**src/rtl/hamming_fifo_buf.sv**
```systemverilog
// hamming_fifo_buf: DEPTH-entry FIFO that stores each 8-bit word as a
// Hamming(12,8) codeword and checks/corrects it on the way out.
// Optional build macro: HAMMING_FIFO_SECDED_EN adds a 13th overall-parity
// bit, which gives SECDED behaviour (double errors flagged, not miscorrected).
// Codeword layout: positions 1..12 live at bits 0..11, parity at 1,2,4,8,
// data d0..d7 at 3,5,6,7,9,10,11,12. Bit 12 (SECDED only) is overall parity.
module hamming_fifo_buf #(
    parameter int DEPTH = 8,
    parameter int CNT_W = 8
) (
    input  logic                     clk,
    input  logic                     rst,
    input  logic                     wr_en,
    input  logic [7:0]               wr_data,
    input  logic [12:0]              inj_mask,
    output logic                     full,
    input  logic                     rd_en,
    output logic [7:0]               rd_data,
    output logic                     rd_valid,
    output logic                     empty,
    output logic [$clog2(DEPTH):0]   count,
    output logic                     err_corr,
    output logic                     err_uncorr,
    output logic [3:0]               err_syn,
    output logic [CNT_W-1:0]         corr_cnt,
    output logic                     ovf,
    output logic                     udf,
    input  logic                     clr_cnt
);

    localparam int AW = $clog2(DEPTH);
`ifdef HAMMING_FIFO_SECDED_EN
    localparam int W = 13;
`else
    localparam int W = 12;
`endif
    localparam logic [AW:0]      CNT_FULL = (AW+1)'(DEPTH);
    localparam logic [AW:0]      CNT_ONE  = (AW+1)'(1);
    localparam logic [AW-1:0]    PTR_ONE  = AW'(1);
    localparam logic [CNT_W-1:0] CORR_MAX = {CNT_W{1'b1}};

    // Build the 12-bit Hamming codeword (even parity per check bit).
    function automatic logic [11:0] hamming_enc(input logic [7:0] d);
        logic [11:0] c;
        c     = '0;
        c[2]  = d[0];
        c[4]  = d[1];
        c[5]  = d[2];
        c[6]  = d[3];
        c[8]  = d[4];
        c[9]  = d[5];
        c[10] = d[6];
        c[11] = d[7];
        c[0]  = c[2] ^ c[4] ^ c[6] ^ c[8] ^ c[10];   // positions 3,5,7,9,11
        c[1]  = c[2] ^ c[5] ^ c[6] ^ c[9] ^ c[10];   // positions 3,6,7,10,11
        c[3]  = c[4] ^ c[5] ^ c[6] ^ c[11];          // positions 5,6,7,12
        c[7]  = c[8] ^ c[9] ^ c[10] ^ c[11];         // positions 9,10,11,12
        return c;
    endfunction

    // ------------------------------------------------------------------
    // State
    // ------------------------------------------------------------------
    logic [W-1:0]     mem_q [DEPTH];
    logic [AW-1:0]    wr_ptr_q, wr_ptr_d;
    logic [AW-1:0]    rd_ptr_q, rd_ptr_d;
    logic [AW:0]      count_q, count_d;
    logic [7:0]       rd_data_q, rd_data_d;
    logic             rd_valid_q, rd_valid_d;
    logic             err_corr_q, err_corr_d;
    logic             err_uncorr_q, err_uncorr_d;
    logic [3:0]       err_syn_q, err_syn_d;
    logic [CNT_W-1:0] corr_cnt_q, corr_cnt_d;
    logic             ovf_q, ovf_d;
    logic             udf_q, udf_d;

    logic             wr_acc, rd_acc;
    logic [11:0]      wr_cw;
    logic [W-1:0]     wr_word;

    // Decode-path signals
    logic [W-1:0]     rd_raw;
    logic [11:0]      rd_fixed;
    logic [3:0]       dec_syn;
    logic             dec_flip;
    logic             dec_corr;
    logic             dec_uncorr;
    logic [7:0]       dec_data;

    // Flags come straight from the registered occupancy count.
    assign full  = (count_q == CNT_FULL);
    assign empty = (count_q == '0);

    assign wr_acc = wr_en & ~full;
    assign rd_acc = rd_en & ~empty;

    // ------------------------------------------------------------------
    // Write-side encode plus error injection
    // ------------------------------------------------------------------
    assign wr_cw = hamming_enc(wr_data);
`ifdef HAMMING_FIFO_SECDED_EN
    assign wr_word = {^wr_cw, wr_cw} ^ inj_mask;
`else
    // Overall-parity injection has no storage bit in the 12-bit build.
    logic unused_inj;
    assign unused_inj = inj_mask[12];
    assign wr_word    = wr_cw ^ inj_mask[11:0];
`endif

    // Storage array; contents are don't-care after reset so it has none.
    always_ff @(posedge clk) begin
        if (wr_acc) mem_q[wr_ptr_q] <= wr_word;
    end

    // ------------------------------------------------------------------
    // Read-side syndrome, classification and correction
    // ------------------------------------------------------------------
    assign rd_raw = mem_q[rd_ptr_q];

    // Compute syndrome, decide correct/flag, and extract the data bits.
    always_comb begin
        dec_syn    = '0;
        dec_flip   = 1'b0;
        dec_corr   = 1'b0;
        dec_uncorr = 1'b0;
        for (int p = 1; p <= 12; p++) begin
            if (rd_raw[p-1]) dec_syn = dec_syn ^ 4'(p);
        end
`ifdef HAMMING_FIFO_SECDED_EN
        if (^rd_raw) begin
            // Odd overall parity: one bit flipped somewhere.
            if (dec_syn == 4'd0) begin
                dec_corr = 1'b1;               // only the parity bit itself
            end else if (dec_syn <= 4'd12) begin
                dec_flip = 1'b1;
                dec_corr = 1'b1;
            end else begin
                dec_uncorr = 1'b1;             // points outside the word
            end
        end else if (dec_syn != 4'd0) begin
            dec_uncorr = 1'b1;                 // even parity, nonzero syndrome: double error
        end
`else
        if (dec_syn != 4'd0) begin
            if (dec_syn <= 4'd12) begin
                dec_flip = 1'b1;
                dec_corr = 1'b1;
            end else begin
                dec_uncorr = 1'b1;
            end
        end
`endif
        rd_fixed = rd_raw[11:0];
        if (dec_flip) rd_fixed[dec_syn - 4'd1] = ~rd_fixed[dec_syn - 4'd1];
        dec_data = {rd_fixed[11], rd_fixed[10], rd_fixed[9], rd_fixed[8],
                    rd_fixed[6],  rd_fixed[5],  rd_fixed[4], rd_fixed[2]};
    end

    // ------------------------------------------------------------------
    // Next-state logic
    // ------------------------------------------------------------------

    // Pointer and occupancy updates; simultaneous accept leaves count alone.
    always_comb begin
        wr_ptr_d = wr_ptr_q;
        rd_ptr_d = rd_ptr_q;
        count_d  = count_q;
        if (wr_acc) wr_ptr_d = wr_ptr_q + PTR_ONE;
        if (rd_acc) rd_ptr_d = rd_ptr_q + PTR_ONE;
        case ({wr_acc, rd_acc})
            2'b10:   count_d = count_q + CNT_ONE;
            2'b01:   count_d = count_q - CNT_ONE;
            default: count_d = count_q;
        endcase
    end

    // Read result registers: data/syndrome hold, error strobes pulse.
    always_comb begin
        rd_data_d    = rd_data_q;
        err_syn_d    = err_syn_q;
        rd_valid_d   = rd_acc;
        err_corr_d   = 1'b0;
        err_uncorr_d = 1'b0;
        if (rd_acc) begin
            rd_data_d    = dec_data;
            err_syn_d    = dec_syn;
            err_corr_d   = dec_corr;
            err_uncorr_d = dec_uncorr;
        end
    end

    // Statistics: clear wins over a same-cycle increment or flag set.
    always_comb begin
        corr_cnt_d = corr_cnt_q;
        ovf_d      = ovf_q | (wr_en & full);
        udf_d      = udf_q | (rd_en & empty);
        if (rd_acc && dec_corr && corr_cnt_q != CORR_MAX) corr_cnt_d = corr_cnt_q + 1'b1;
        if (clr_cnt) begin
            corr_cnt_d = '0;
            ovf_d      = 1'b0;
            udf_d      = 1'b0;
        end
    end

    // Register update with asynchronous active-low reset.
    always_ff @(posedge clk or negedge rst) begin
        if (!rst) begin
            wr_ptr_q     <= '0;
            rd_ptr_q     <= '0;
            count_q      <= '0;
            rd_data_q    <= '0;
            rd_valid_q   <= 1'b0;
            err_corr_q   <= 1'b0;
            err_uncorr_q <= 1'b0;
            err_syn_q    <= '0;
            corr_cnt_q   <= '0;
            ovf_q        <= 1'b0;
            udf_q        <= 1'b0;
        end else begin
            wr_ptr_q     <= wr_ptr_d;
            rd_ptr_q     <= rd_ptr_d;
            count_q      <= count_d;
            rd_data_q    <= rd_data_d;
            rd_valid_q   <= rd_valid_d;
            err_corr_q   <= err_corr_d;
            err_uncorr_q <= err_uncorr_d;
            err_syn_q    <= err_syn_d;
            corr_cnt_q   <= corr_cnt_d;
            ovf_q        <= ovf_d;
            udf_q        <= udf_d;
        end
    end

    assign count      = count_q;
    assign rd_data    = rd_data_q;
    assign rd_valid   = rd_valid_q;
    assign err_corr   = err_corr_q;
    assign err_uncorr = err_uncorr_q;
    assign err_syn    = err_syn_q;
    assign corr_cnt   = corr_cnt_q;
    assign ovf        = ovf_q;
    assign udf        = udf_q;

endmodule

```
**config.mk**
```make
export PLATFORM = sky130hd
export DESIGN_NAME = hamming_fifo_buf
export DESIGN_NICKNAME = d
export VERILOG_FILES = /design/src/rtl/hamming_fifo_buf.sv
export SDC_FILE = /design/constraint.sdc
export NUM_CORES = 1
export LEC_CHECK = 0
export BUFFER_PORTS_ARGS = -buffer_cell sky130_fd_sc_hd__buf_2
export CORE_ASPECT_RATIO = 2
export CORE_UTILIZATION = 43
export DETAILED_ROUTE_END_ITERATION = 8
export PLACE_DENSITY = 0.61
export SKIP_LAST_GASP = 1
export SYNTH_ARGS = -nofsm -noshare
export SYNTH_HDL_FRONTEND = slang
export SYNTH_SLANG_ARGS = --single-unit
export TNS_END_PERCENT = 1
```
**constraint.sdc**
```tcl
create_clock -name clk -period 3.7 [get_ports clk]
set_input_delay 0.185 -clock clk [delete_from_list [all_inputs] [get_ports clk]]
set_output_delay 0.185 -clock clk [all_outputs]
set_load 0.005 [all_outputs]
```
==> flow_summary_export.csv <==
group,metric,value,unit
status,status,"finished, final reports clean",
yosys,synth-seq-cells,131,
clocking,cts_root_buffer_type,"sky130_fd_sc_hd__clkbuf_16",
drt,drc_errors,0,
final_layout,syn_to_final_growth,21.6,%
timing,fin_setup_tns,0,ns
clocking,clock_sink_count,131,
clocking,htreeDepth,4,
drt,drt-initial-drc-count,155,
worst_setup_path,crit_arrival,3.78,ns
job,max-cap-violations,0,
yosys,synth-seq-area-share,60.6,%
timing,tightest_slew,0.767,ns
timing,setup_viol,0,
global_route,groute.usage.overall,18.0,%
timing,rsz0062_at_grt,"false",
global_route,number_of_antenna_violations_at_the_first_check_in_global_routing,0,
placed_design,port_buffers,55,
clocking,insertion_delay,0.41,ns
timing,report.final.hold_viol_count,0,
drt,viasPerCell,5.23,
placed_design,gpl.final_weighted_congestion,0.798,
yosys,synth_cell_type_count,58,
final_layout,antenna_cells_inserted,0,
clocking,tritoncts.num_buffers,17,
yosys,synth-warning-count,0,
yosys,ys.flop_type,"sky130_fd_sc_hd__edfxtp_1",
global_route,grt_pass1_vias,3668,
drt,drt_pass1_iterations,4,
timing,post-route-period-util,94.2,%
drt,vias,3622,
worst_hold_path,worst_hold_path_type,"input pin to flop",
global_route,grt_first_pass_wirelength,19200,um
yosys,synth_edf_count,96,
timing,clock_skew,0.0109,ns
floorplan,placement_row_count,61,
worst_setup_path,worst-endpoint-required,4.00,ns
floorplan,boundaryPins,57,
global_route,grt_max_degree,36,
floorplan,floorplan.initialDensity,44.4,%
clocking,cts.reportedPaths.clkPinSlew,0.06,ns
floorplan,core,14000,um2
drt,totalWireLength,12500,um
yosys,net_count_synth,439,
clocking,tritoncts,"yes",
yosys,synthArstFlopShare,26.7,%
timing,timing_max_transition_violations_final,0,
worst_setup_path,cp-start-kind,"flop",
timing,max_clock_freq,287,MHz
clocking,cts.path.max_buffers,2,
floorplan,die_area,14900,um2
floorplan,die_y,172,um
final_layout,design.final.nets,526,
timing,min_period,3.48,ns
worst_setup_path,path_class,"flop to flop",
final_layout,drive_gt1_share,33.7,%
worst_setup_path,cp_max_fo,12,
yosys,synth.cell_area,6210,um2
placed_design,post-dp-hpwl,8600,um
floorplan,die_width,87.0,um
global_route,global_route.overflow_total,0,
worst_setup_path,kind_of_end_point_of_the_critical_path,"flop",
timing,max_slew_margin,48.9,%
yosys,post_syn_instances,404,
drt,drt.antenna.violating_nets,0,
yosys,syn_avg_cell_area,15.4,um2
drt,post_drt_wl_per_cell,18.1,um
-- per-stage QoR --
stage | setup WS (ns) | utilization [%] | std cells | instance area, um2 | hold WS [ns]
after detailed placement | 0.144 | 48.9 | 654 | 6830 | 0.307
after global routing | 0.0270 | 54.1 | 693 | 7550 | 0.0513
after CTS | 0.134 | 53.3 | 687 | 7440 | 0.0346
after floorplan | 0.273 | - | 404 | 6210 | -0.111
final | 0.215 | 54.1 | 693 | 7550 | 0.0465
after global placement | 0.194 | 48.9 | 654 | 6830 | 0.303
-- cells by family after synthesis --
| group | after synthesis | synth area share (%) |
|---|---|---|
| compound gates | 40 | 4.39 |
| xor+xnor | 58 | 9.03 |
| fa+ha+maj | 9 | 1.94 |
| buf+inv | 25 | 2.36 |
| flops | 131 | 60.6 |
| mux | 48 | 14.3 |
| simple gates | 93 | 7.40 |
-- worst paths after layout --
check,start,end,slack [ns],cells past startpoint
worst max-delay path,rd_ptr_q[0],corr_cnt[1],0.22,12
worst min-delay path,wr_en,ovf,0.05,3
worst max register to register,rd_ptr_q[0],corr_cnt[1],0.22,12
worst min register to register,err_syn[2],err_syn[2],0.47,2
max in group asynchronous,rst,rd_ptr_q[0],2.78,2
min in group asynchronous,rst,count[3],0.38,2
-- critical path, stage by stage (launching register included) --
cell and delay [ns]:
sky130_fd_sc_hd__dfrtp_2 0.42, sky130_fd_sc_hd__buf_12 0.16, sky130_fd_sc_hd__mux4_2 0.53, sky130_fd_sc_hd__mux2i_4 0.26, sky130_fd_sc_hd__xnor2_4 0.19, sky130_fd_sc_hd__xor2_2 0.21
sky130_fd_sc_hd__xor2_2 0.25, sky130_fd_sc_hd__buf_4 0.20, sky130_fd_sc_hd__inv_2 0.08, sky130_fd_sc_hd__or4_4 0.56, sky130_fd_sc_hd__nand3_2 0.22, sky130_fd_sc_hd__mux2i_1 0.23
sky130_fd_sc_hd__nor2_1 0.05
-- state kept, by name, summed over array words and instances (netlist names), 3 cells and up --
| register | count |
|---|---|
| rd_ptr_q | 3 |
| count | 4 |
| corr_cnt | 8 |
| mem_q | 96 |
| rd_data | 8 |
| wr_ptr_q | 3 |
| err_syn | 4 |
-- cells in the final DEF, fill, tap and decap left out, drive strengths merged, types with 7 or more instances in the layout --
cell / synthesis / routed
edfxtp: 96 / 96
buf: 11 / 80
dfrtp: 35 / 35
xnor2: 33 / 33
nand2: 29 / 29
mux4: 27 / 27
xor2: 25 / 25
nor2: 23 / 23
clkbuf: 3 / 19
mux2i: 17 / 17
inv: 10 / 14
o21ai: 14 / 14
a21oi: 8 / 8
ha: 8 / 8
clkinv: 1 / 7
-- layer usage --
layer	global-route usage (%)	part of all wire [%]
met1	17.5	35
met2	35.1	60
met3	3.91	2.6
met4	7.83	1.8
met5	0	0
-- cell usage after synthesis, drive strengths merged (3+ instances only) --
cell type,number,area share [%]
dfrtp,35,14
nand3,6,0.56
nor4,4,0.40
xor2,25,3.9
a21oi,8,0.65
nor3,6,0.48
edfxtp,96,46
nand2,29,1.8
ha,8,1.6
buf,11,1.5
o21ai,14,1.1
mux4,27,9.9
mux2,4,0.73
xnor2,33,5.1
inv,10,0.60
nand4,4,0.40
clkbuf,3,0.18
nand2b,5,0.50
or3,5,0.50
nor2,23,1.4
mux2i,17,3.7
-- cell type report --
type	count	area, um2
fillers	1126	6420
flip-flops and latches	131	3760
multi-input cells	248	2360
repair buffers	82	543
clock buffers	18	429
well taps	189	236
clock inverters	14	176
inverters	11	41.3
-- repair_timing --
| action | 4_1_cts | 5_1_grt |
|---|---|---|
| hold endpoints to repair | 35 | 0 |
| setup buffers | 0 | 5 |
| setup endpoints to repair | 0 | 4 |
| hold buffers | 1 | 0 |
| gates resized for setup | 0 | 10 |
Power is not shown: default switching activity piles up to over one toggle a cycle in this logic, so the estimate is an artifact.
